$ cat src/rtl/pwm_cfg_pkg.sv
`default_nettype none
// ============================================================================
// Module      : pwm_cfg_pkg
// Description : Shared definitions for the PWM configuration path. Contains
//               the default period length, the commit FSM state encoding, the
//               packed 68-bit PWM configuration record and the SPI register
//               addresses of the nine configuration registers.
// Revision    : 1.0 - initial release
// ============================================================================
package pwm_cfg_pkg;

    // Last period_cnt value before wrap; the period is this value + 1 ticks.
    localparam int c_period_max = 254;

    // Commit sequencer states
    typedef enum logic [1:0] {
        S_IDLE    = 2'd0,
        S_PENDING = 2'd1,
        S_COMMIT  = 2'd2
    } commit_state_t;

    // Full PWM configuration record (9 fields, 68 bits). This record is shared
    // with spi_peripheral and the PWM generators.
    typedef struct packed {
        logic [7:0] en_out;
        logic [7:0] en_pwm_out;
        logic [7:0] out_3_0_sel;
        logic [7:0] out_7_4_sel;
        logic [7:0] duty_1;
        logic [7:0] duty_2;
        logic [7:0] duty_3;
        logic [7:0] duty_4;
        logic [3:0] freq_div;
    } pwm_cfg_t;

    // SPI register map
    localparam logic [7:0] c_addr_en_out      = 8'h00;
    localparam logic [7:0] c_addr_en_pwm_out  = 8'h01;
    localparam logic [7:0] c_addr_out_3_0_sel = 8'h02;
    localparam logic [7:0] c_addr_out_7_4_sel = 8'h03;
    localparam logic [7:0] c_addr_duty_1      = 8'h04;
    localparam logic [7:0] c_addr_duty_2      = 8'h05;
    localparam logic [7:0] c_addr_duty_3      = 8'h06;
    localparam logic [7:0] c_addr_duty_4      = 8'h07;
    localparam logic [7:0] c_addr_freq_div    = 8'h08;

endpackage
`default_nettype wire

$ cat src/rtl/pwm_timebase.sv
`default_nettype none
// ============================================================================
// Module      : pwm_timebase
// Description : PWM timebase. The prescaler divides clk by 2^freq_div to form
//               pwm_tick, and the 8-bit period counter advances on each tick
//               and wraps after PERIOD_MAX. restart clears both counters
//               without producing a period_start.
// Ports       : clk, rst            - clock, synchronous active-high reset
//               freq_div     in  4  - committed divider exponent
//               restart      in  1  - clear prescaler and period counter
//               pwm_tick     out 1  - one-cycle prescaler tick
//               period_cnt   out 8  - current phase, 0..PERIOD_MAX
//               boundary     out 1  - tick on the last phase of the period
//               period_start out 1  - registered, high while phase is 0
//                                     right after a wrap
// Revision    : 1.0 - initial release
// ============================================================================
module pwm_timebase #(
    parameter int PERIOD_MAX = 254,
    parameter int PRESC_W    = 15
) (
    input  logic       clk,
    input  logic       rst,
    input  logic [3:0] freq_div,
    input  logic       restart,
    output logic       pwm_tick,
    output logic [7:0] period_cnt,
    output logic       boundary,
    output logic       period_start
);

    localparam logic [PRESC_W-1:0] c_presc_one = {{(PRESC_W-1){1'b0}}, 1'b1};
    localparam logic [7:0]         c_cnt_max   = 8'(PERIOD_MAX);

    logic [PRESC_W-1:0] r_presc;
    logic [7:0]         r_period;
    logic               r_period_start;
    logic [PRESC_W-1:0] w_presc_lim;

    // Terminal prescaler count is 2^freq_div - 1.
    assign w_presc_lim  = PRESC_W'((32'd1 << freq_div) - 32'd1);
    assign pwm_tick     = (r_presc == w_presc_lim);
    assign boundary     = pwm_tick && (r_period == c_cnt_max);
    assign period_cnt   = r_period;
    assign period_start = r_period_start;

    always_ff @(posedge clk) begin
        if (rst || restart) begin
            r_presc        <= '0;
            r_period       <= '0;
            r_period_start <= 1'b0;
        end else begin
            r_presc        <= pwm_tick ? '0 : (r_presc + c_presc_one);
            r_period_start <= boundary;
            if (pwm_tick) begin
                r_period <= (r_period == c_cnt_max) ? 8'd0 : (r_period + 8'd1);
            end
        end
    end

endmodule
`default_nettype wire

$ cat src/rtl/pwm_config_commit_ctrl.sv
`default_nettype none
// ============================================================================
// Module      : pwm_config_commit_ctrl
// Description : Holds shadow copies of the nine PWM configuration registers
//               and commits the live SPI values into them atomically, only on
//               a PWM period boundary (or immediately on force_commit), so
//               the PWM datapath never sees a mid-period change.
// Ports       : clk, rst                   - clock, sync active-high reset
//               live_*              in     - live SPI register values
//               hold                in  1  - level, blocks boundary commits
//               force_commit        in  1  - immediate commit, timebase restart
//               sh_*                out    - committed values to datapath
//               period_cnt          out 8  - PWM phase
//               pwm_tick            out 1  - prescaler tick
//               period_start        out 1  - first cycle of a new period
//               commit_pulse        out 1  - cycle after shadows update
//               pending             out 1  - live differs or commit deferred
// Revision    : 1.0 - initial release
// ============================================================================
module pwm_config_commit_ctrl
    import pwm_cfg_pkg::*;
#(
    parameter int PERIOD_MAX = 254,
    parameter int PRESC_W    = 15
) (
    input  logic       clk,
    input  logic       rst,
    input  logic [7:0] live_en_out,
    input  logic [7:0] live_en_pwm_out,
    input  logic [7:0] live_out_3_0_sel,
    input  logic [7:0] live_out_7_4_sel,
    input  logic [7:0] live_duty_1,
    input  logic [7:0] live_duty_2,
    input  logic [7:0] live_duty_3,
    input  logic [7:0] live_duty_4,
    input  logic [3:0] live_freq_div,
    input  logic       hold,
    input  logic       force_commit,
    output logic [7:0] sh_en_out,
    output logic [7:0] sh_en_pwm_out,
    output logic [7:0] sh_out_3_0_sel,
    output logic [7:0] sh_out_7_4_sel,
    output logic [7:0] sh_duty_1,
    output logic [7:0] sh_duty_2,
    output logic [7:0] sh_duty_3,
    output logic [7:0] sh_duty_4,
    output logic [3:0] sh_freq_div,
    output logic [7:0] period_cnt,
    output logic       pwm_tick,
    output logic       period_start,
    output logic       commit_pulse,
    output logic       pending
);

    pwm_cfg_t      w_live;
    pwm_cfg_t      r_sh;
    commit_state_t r_state;
    commit_state_t w_state_nxt;
    logic          w_diff;
    logic          w_boundary;
    logic          w_load;

    assign w_live = {live_en_out, live_en_pwm_out, live_out_3_0_sel,
                     live_out_7_4_sel, live_duty_1, live_duty_2,
                     live_duty_3, live_duty_4, live_freq_div};

    assign w_diff = (w_live != r_sh);

    // The timebase always runs from the committed divider so a new divider
    // only applies from the period following its commit.
    pwm_timebase #(
        .PERIOD_MAX (PERIOD_MAX),
        .PRESC_W    (PRESC_W)
    ) u_timebase (
        .clk          (clk),
        .rst          (rst),
        .freq_div     (r_sh.freq_div),
        .restart      (force_commit),
        .pwm_tick     (pwm_tick),
        .period_cnt   (period_cnt),
        .boundary     (w_boundary),
        .period_start (period_start)
    );

    // Every shadow field loads from one enable on one edge: no partial commit.
    assign w_load = force_commit ||
                    ((r_state == S_PENDING) && w_boundary && !hold);

    always_ff @(posedge clk) begin
        if (rst) begin
            r_sh <= '0;
        end else if (w_load) begin
            r_sh <= w_live;
        end
    end

    assign sh_en_out      = r_sh.en_out;
    assign sh_en_pwm_out  = r_sh.en_pwm_out;
    assign sh_out_3_0_sel = r_sh.out_3_0_sel;
    assign sh_out_7_4_sel = r_sh.out_7_4_sel;
    assign sh_duty_1      = r_sh.duty_1;
    assign sh_duty_2      = r_sh.duty_2;
    assign sh_duty_3      = r_sh.duty_3;
    assign sh_duty_4      = r_sh.duty_4;
    assign sh_freq_div    = r_sh.freq_div;

    always_ff @(posedge clk) begin
        if (rst) begin
            r_state <= S_IDLE;
        end else begin
            r_state <= w_state_nxt;
        end
    end

    always_comb begin
        w_state_nxt  = r_state;
        commit_pulse = 1'b0;
        pending      = w_diff;
        case (r_state)
            S_IDLE: begin
                if (w_diff) begin
                    w_state_nxt = S_PENDING;
                end
            end
            S_PENDING: begin
                pending = 1'b1;
                if (w_boundary && !hold) begin
                    w_state_nxt = S_COMMIT;
                end else if (!w_diff) begin
                    // Live value reverted to the committed one.
                    w_state_nxt = S_IDLE;
                end
            end
            S_COMMIT: begin
                commit_pulse = 1'b1;
                w_state_nxt  = w_diff ? S_PENDING : S_IDLE;
            end
            default: begin
                w_state_nxt = S_IDLE;
            end
        endcase
        // Forced commit wins over hold and over a coincident boundary.
        if (force_commit) begin
            w_state_nxt = S_COMMIT;
        end
    end

endmodule
`default_nettype wire
$ cat config.mk
export PLATFORM = sky130hd
export DESIGN_NAME = pwm_config_commit_ctrl
export DESIGN_NICKNAME = d
export VERILOG_FILES = /design/src/rtl/pwm_cfg_pkg.sv /design/src/rtl/pwm_timebase.sv /design/src/rtl/pwm_config_commit_ctrl.sv
export SDC_FILE = /design/constraint.sdc
export NUM_CORES = 1
export LEC_CHECK = 0
export CAP_MARGIN = 5
export CORE_MARGIN = 4
export CORE_UTILIZATION = 35
export DETAILED_ROUTE_END_ITERATION = 10
export PLACE_DENSITY = 0.75
export SETUP_SLACK_MARGIN = 0.02
export SLEW_MARGIN = 20
export SYNTH_ARGS = -nofsm -noshare
export SYNTH_HDL_FRONTEND = slang
export SYNTH_SLANG_ARGS = --single-unit
$ cat constraint.sdc
create_clock -name clk -period 3.4 [get_ports clk]
set_input_delay 0.68 -clock clk [delete_from_list [all_inputs] [get_ports clk]]
set_output_delay 0.68 -clock clk [all_outputs]
set_load 0.005 [all_outputs]
======== Word-level counts from Yosys, hierarchy flattened ========
Cells that the tools add are included.
storage, ports and cells
  flip-flop bits (word level) ............. 94
  input bits .............................. 72
  word-level logic and storage cells ...... 48
cells by class
  $add $sub $neg .......................... 3
  equality and inequality tests ........... 9
  shifts and indexed selects .............. 1
  muxes and demuxes ....................... 9
  reductions and logical operators ........ 12
operators by type and width
  kind                                                 number
  != test 68 bit                                       1
  adder 15 x 1 -> 15 bit, second input constant        1
  equality test 15 bit                                 1
  left shift 1 x 4 -> 15 bit, first input constant     1
  subtractor 15 x 1 -> 15 bit, second input constant   1
  adder 8 x 1 -> 8 bit, second input constant          1
  equality test 8 bit, second input constant           1
  two-way mux 2 bit                                    4
  two-way mux 8 bit                                    1
  case mux 2 bit (3 select lines)                      1
  logical AND 1 bit                                    4
  != test 4 x 3 -> 1 bit, second input constant        1
  AND reduction 2 bit                                  2
  OR reduction 2 bit                                   2
  two-way mux 1 bit                                    3
  != test 3 x 2 -> 1 bit, second input constant        1
  != test 3 bit, second input constant                 1
  equality test 2 x 1 -> 1 bit, second input constant  1
  equality test 2 bit, second input constant           1
  zero test 2 bit                                      1
  logical OR 1 bit                                     2
  != test 2 bit, second input constant                 1
  zero test 1 bit                                      1

======== Depth between registers and ports, before layout ========
  depth in word-level cells ............... 8
  mapped depth ............................ 15
  gate-level depth less buffers ........... 10

======== Hierarchy ========
Synthesis repeated with hierarchy kept, for this count alone.
second synthesis, totals
  cell total of the unflattened synthesis .. 611
  area, all modules ....................... 4939.7 µm²
modules (own cells, without submodules)
  module                  times used  cells an instance  area each (µm²)  sequential area each (µm²)
  pwm_config_commit_ctrl  1           396                3216.8           1401.3
  pwm_timebase            1           215                1722.9           480.5

======== Least setup slack after synthesis ========
Ideal clock, no wire load.
  kind .................................... flip-flop to output port
  start ................................... register r_sh, in the netlist sh_freq_div[3]
  end ..................................... output pwm_tick
  arrival ................................. 2.546 ns
  required time ........................... 2.720 ns
  path slack .............................. 0.174 ns
  stages on the path, launching flop included .. 12
  cells stage by stage .................... dfxtp_1 buf_2 buf_1 or3b_2 ha_1 buf_2 or4b_2 o21ai_0 a32o_1 nor4b_2 and3_1 buf_2
on the way
  longest elaborated chain between the ends .. 3
RTL lines
  element                      RTL line                      source
  start: declaration           pwm_config_commit_ctrl.sv:56  pwm_cfg_t r_sh;
  start signal: assignment     pwm_config_commit_ctrl.sv:93  r_sh <= w_live;
  left shift 1 x 4 -> 15 bit   pwm_timebase.sv:41            assign w_presc_lim = PRESC_W'((32'd1 << freq_div) - 32'd1);
  subtractor 15 x 1 -> 15 bit  pwm_timebase.sv:41
  equality test 15 bit         pwm_timebase.sv:42            assign pwm_tick = (r_presc == w_presc_lim);
  end: declaration             pwm_config_commit_ctrl.sv:49  output logic pwm_tick,
Every way passes these cells.

======== Worst setup path after layout ========
  start ................................... register r_sh, in the netlist sh_freq_div[2]
  end ..................................... output pwm_tick
Same word-level chain as after synthesis.

==> run_results.csv <==
group,metric,value,unit
routing,drtIter0Drc,142,
timing,rsz0062_at_grt,"yes",
power,p_sw_frac,0.2518,
grt,grt_pass1_vias,4405,
timing,hold-worst-slack,503.3,ps
synthesis,yosysTopAreaCell,"dfxtp_1",
critical_path,cp_slowest_stage_delay,400,ps
floorplanning,dieArea,15590,um^2
timing,finalCritPeriodShare,1.003,
critical_path,critPathCaptureType,"output pin",
power,p_int,2.148,mW
synthesis,synthTopCellsByCount,"nor2_1 (98), dfxtp_1 (94), mux2i_1 (70)",
timing,hold_violations,0,
timing,skew,10.17,ps
place,place_ws,-428.2,ps
final_layout,syn2layout_area_growth,46.73,%
floorplanning,die_x,124.9,um
synthesis,yosys_warnings,0,
floorplanning,num_io_pins,152,
synthesis,yosys_register_bits,94,
run,cap_viol_max_count,0,
floorplanning,start_util,0.3595,
synthesis,synth_edf_count,0,
timing,fin_crit,3409,ps
timing,worst_pin_slew,712.0,ps
routing,vias,4323,
synthesis,synth_fa_ha_area_frac,0.01047,
critical_path,cp_max_fo,8,
routing,post_drt_wl_per_cell,15.67,um
routing,drt_first_pass_iters,6,
critical_path,crit_slowest_cell,"or3b_4",
timing,fmax,0.2934,GHz
critical_path,crit_required,2720,ps
routing,routed_wl,13480,um
routing,drc,0,
clock_tree,holdBufCountCts,0,
synthesis,yosysMostFrequentCell,"nor2_1",
clock_tree,root_buffer,"clkbuf_16",
grt,overflow,0,
synthesis,synth_compound_area_frac,0.06126,
grt,grt_pass1_wl,21870,um
timing,setup_ws,-8.557,ps
synthesis,yosysTopAreaCellShare,0.3937,
clock_tree,cts.clk_slew.worst_paths,60,ps
grt,antenna_found_initial,0,
synthesis,ys_types,51,
synthesis,synth_mux_area_frac,0.1466,
critical_path,path_buf_inv,2,
timing,relSlewSlack,0.5253,
power,combPwrFrac,0.193,
floorplanning,fp.dieH,124.9,um
synthesis,syn_inst,518,
final_layout,diodes,0,
clock_tree,numCtsBuffers,9,
clock_tree,cts.sinks,94,
power,p_per_area,409.3,nW/um^2
power,ir_worst_vdd,0.0002713,V
synthesis,synth_xor_area_frac,0.1594,
routing,ant_nets,0,
critical_path,critPathKind,"flop to output pin",
critical_path,cp_top_family,"simple AND/OR/NAND/NOR gates",
clock_tree,cts_max_path_buffers,2,
final_layout,fin_nets,755,
power,leakagePower,2.794,nW
synthesis,ys.flop_type,"dfxtp_1",
grt,grt_max_degree,70,
place,hpwl,10310,um
clock_tree,clock_latency,350,ps
floorplanning,core,13300,um^2
synthesis,synthTopCellsByArea,"dfxtp_1 (39%), mux2i_1 (15%), xnor2_1 (12%), nor2_1 (7.7%), xor2_1 (4.2%)",
place,place_congestion,0.8457,
clock_tree,ctsHtreeMaxLevel,3,
synthesis,syn_nets,594,
power,seqPwrFrac,0.418,
outcome,violations,"setup timing",
hold_path,hp-class,"flop to flop",
place,numPortBuffers,151,
grt,grt_use_total,0.1710,
timing,setup_violations,1,
timing,fin_tns_setup,-8.557,ps
timing,drv_slew,0,
floorplanning,rows,42,
synthesis,synth-seq-area-share,0.3937,
power,switchingPower,0.7230,mW
synthesis,async_flop_share,0,
synthesis,synth_top_family_by_area,"simple AND/OR/NAND/NOR gates",
clock_tree,tritoncts,"done",
critical_path,crit_arrival,2730,ps
critical_path,crit_chain,"or2_4 > or3b_4 > ha_4 > buf_6 > xor2_2 > xnor2_1 > o21ai_1 > nor4b_2 > and3_1 > buf_2",
synthesis,syn_area_per_cell,9.227,um^2
power,p_clk_frac,0.389,
synthesis,synth_area,4780,um^2
synthesis,synth_simple_gate_area_frac,0.1914,
routing,viasPerCell,5.027,
critical_path,setup.worst_path.start_class,"flop",
outcome,status,"finished with violations",
final_layout,drive_gt1_frac,0.09649,
[power by group through the flow]
stage | logic [mW] | clock network, mW | registers, mW
floorplan | 0.251 | 0 | 1.22
CTS | 0.547 | 1.14 | 1.20
finish | 0.553 | 1.12 | 1.20
detailed placement | 0.537 | 0 | 1.22
global route | 0.600 | 1.19 | 1.21
global placement | 0.525 | 0 | 1.22
[cells by family (layout without fill, tap and decap cells)]
group | after synthesis | after routing
AOI/OAI and AO/OA | 41 | 41
muxes | 70 | 70
xor gates and xnor gates | 87 | 87
and+or+nand+nor | 187 | 187
adders and majority gates | 4 | 4
buffers and inverters | 35 | 201
DFF | 94 | 94
[flip-flops by register name, indices dropped and copies added (netlist names)]
register,count
sh_out_3_0_sel,8
sh_duty_1,8
sh_duty_2,8
sh_duty_4,8
u_timebase.period_cnt,8
u_timebase.period_start,1
sh_freq_div,4
sh_out_7_4_sel,8
sh_duty_3,8
r_state,2
u_timebase.r_presc,15
sh_en_pwm_out,8
sh_en_out,8
[per-layer routing]
metal | up-vias | global-route usage | routed length [um]
met5 | - | 0 | 0
met4 | 0 | 0.04783 | 171
met3 | 10 | 0.09177 | 1481
met2 | 153 | 0.2875 | 6397
met1 | 2038 | 0.1878 | 5428
li1 | 2122 | - | -
[placed cells by master (no fill, tap or decap), types with 5 or more instances in the layout]
cell | Yosys | layout
inv_1 | 6 | 6
dfxtp_1 | 94 | 92
xnor2_1 | 64 | 63
nand2_1 | 9 | 9
clkbuf_16 | 0 | 9
nor4_1 | 8 | 5
xor2_1 | 23 | 22
mux2i_1 | 70 | 70
a21oi_1 | 7 | 6
nor2_1 | 98 | 98
o21ai_0 | 7 | 6
clkdlybuf4s50_1 | 0 | 144
buf_4 | 2 | 22
nand4_1 | 16 | 16
and3_1 | 8 | 8
nor3_1 | 11 | 11
nand3_1 | 13 | 13
[final cells by class]
class | instances | area [um^2]
tap | 176 | 220.2
timing repair buffer | 179 | 1759
clock buffer | 10 | 239.0
clock inverter | 6 | 93.84
multi-input combinational | 389 | 2794
inverter | 6 | 22.52
sequential | 94 | 1884
fill | 1156 | 6282
[per-stage QoR]
step | instance area [um^2] | cells | util | power (mW)
floorplan | 4780 | 518 | - | 1.474
global placement | 6611 | 842 | 0.4973 | 1.746
detailed placement | 6611 | 842 | 0.4973 | 1.761
CTS | 6975 | 859 | 0.5247 | 2.892
global route | 7013 | 860 | 0.5275 | 3.000
finish | 7013 | 860 | 0.5275 | 2.871
[timing repair]
action	4_1_cts	5_1_grt
resized for setup	20	8
endpoints found under the hold margin	0	0
setup buffers	1	1
endpoints found under the setup margin	31	14
pin swaps	12	7
[final timing paths]
kind | endpoint | slack (ps) | depth (start not counted) | start
max reg2reg | sh_out_3_0_sel[6] | 270 | 15 | sh_freq_div[2]
min | u_timebase.r_presc[0] | 500 | 1 | u_timebase.r_presc[0]
min reg2reg | u_timebase.r_presc[0] | 500 | 1 | u_timebase.r_presc[0]
max | pwm_tick | -9 | 10 | sh_freq_div[2]
(Power assumes the default switching activity.)
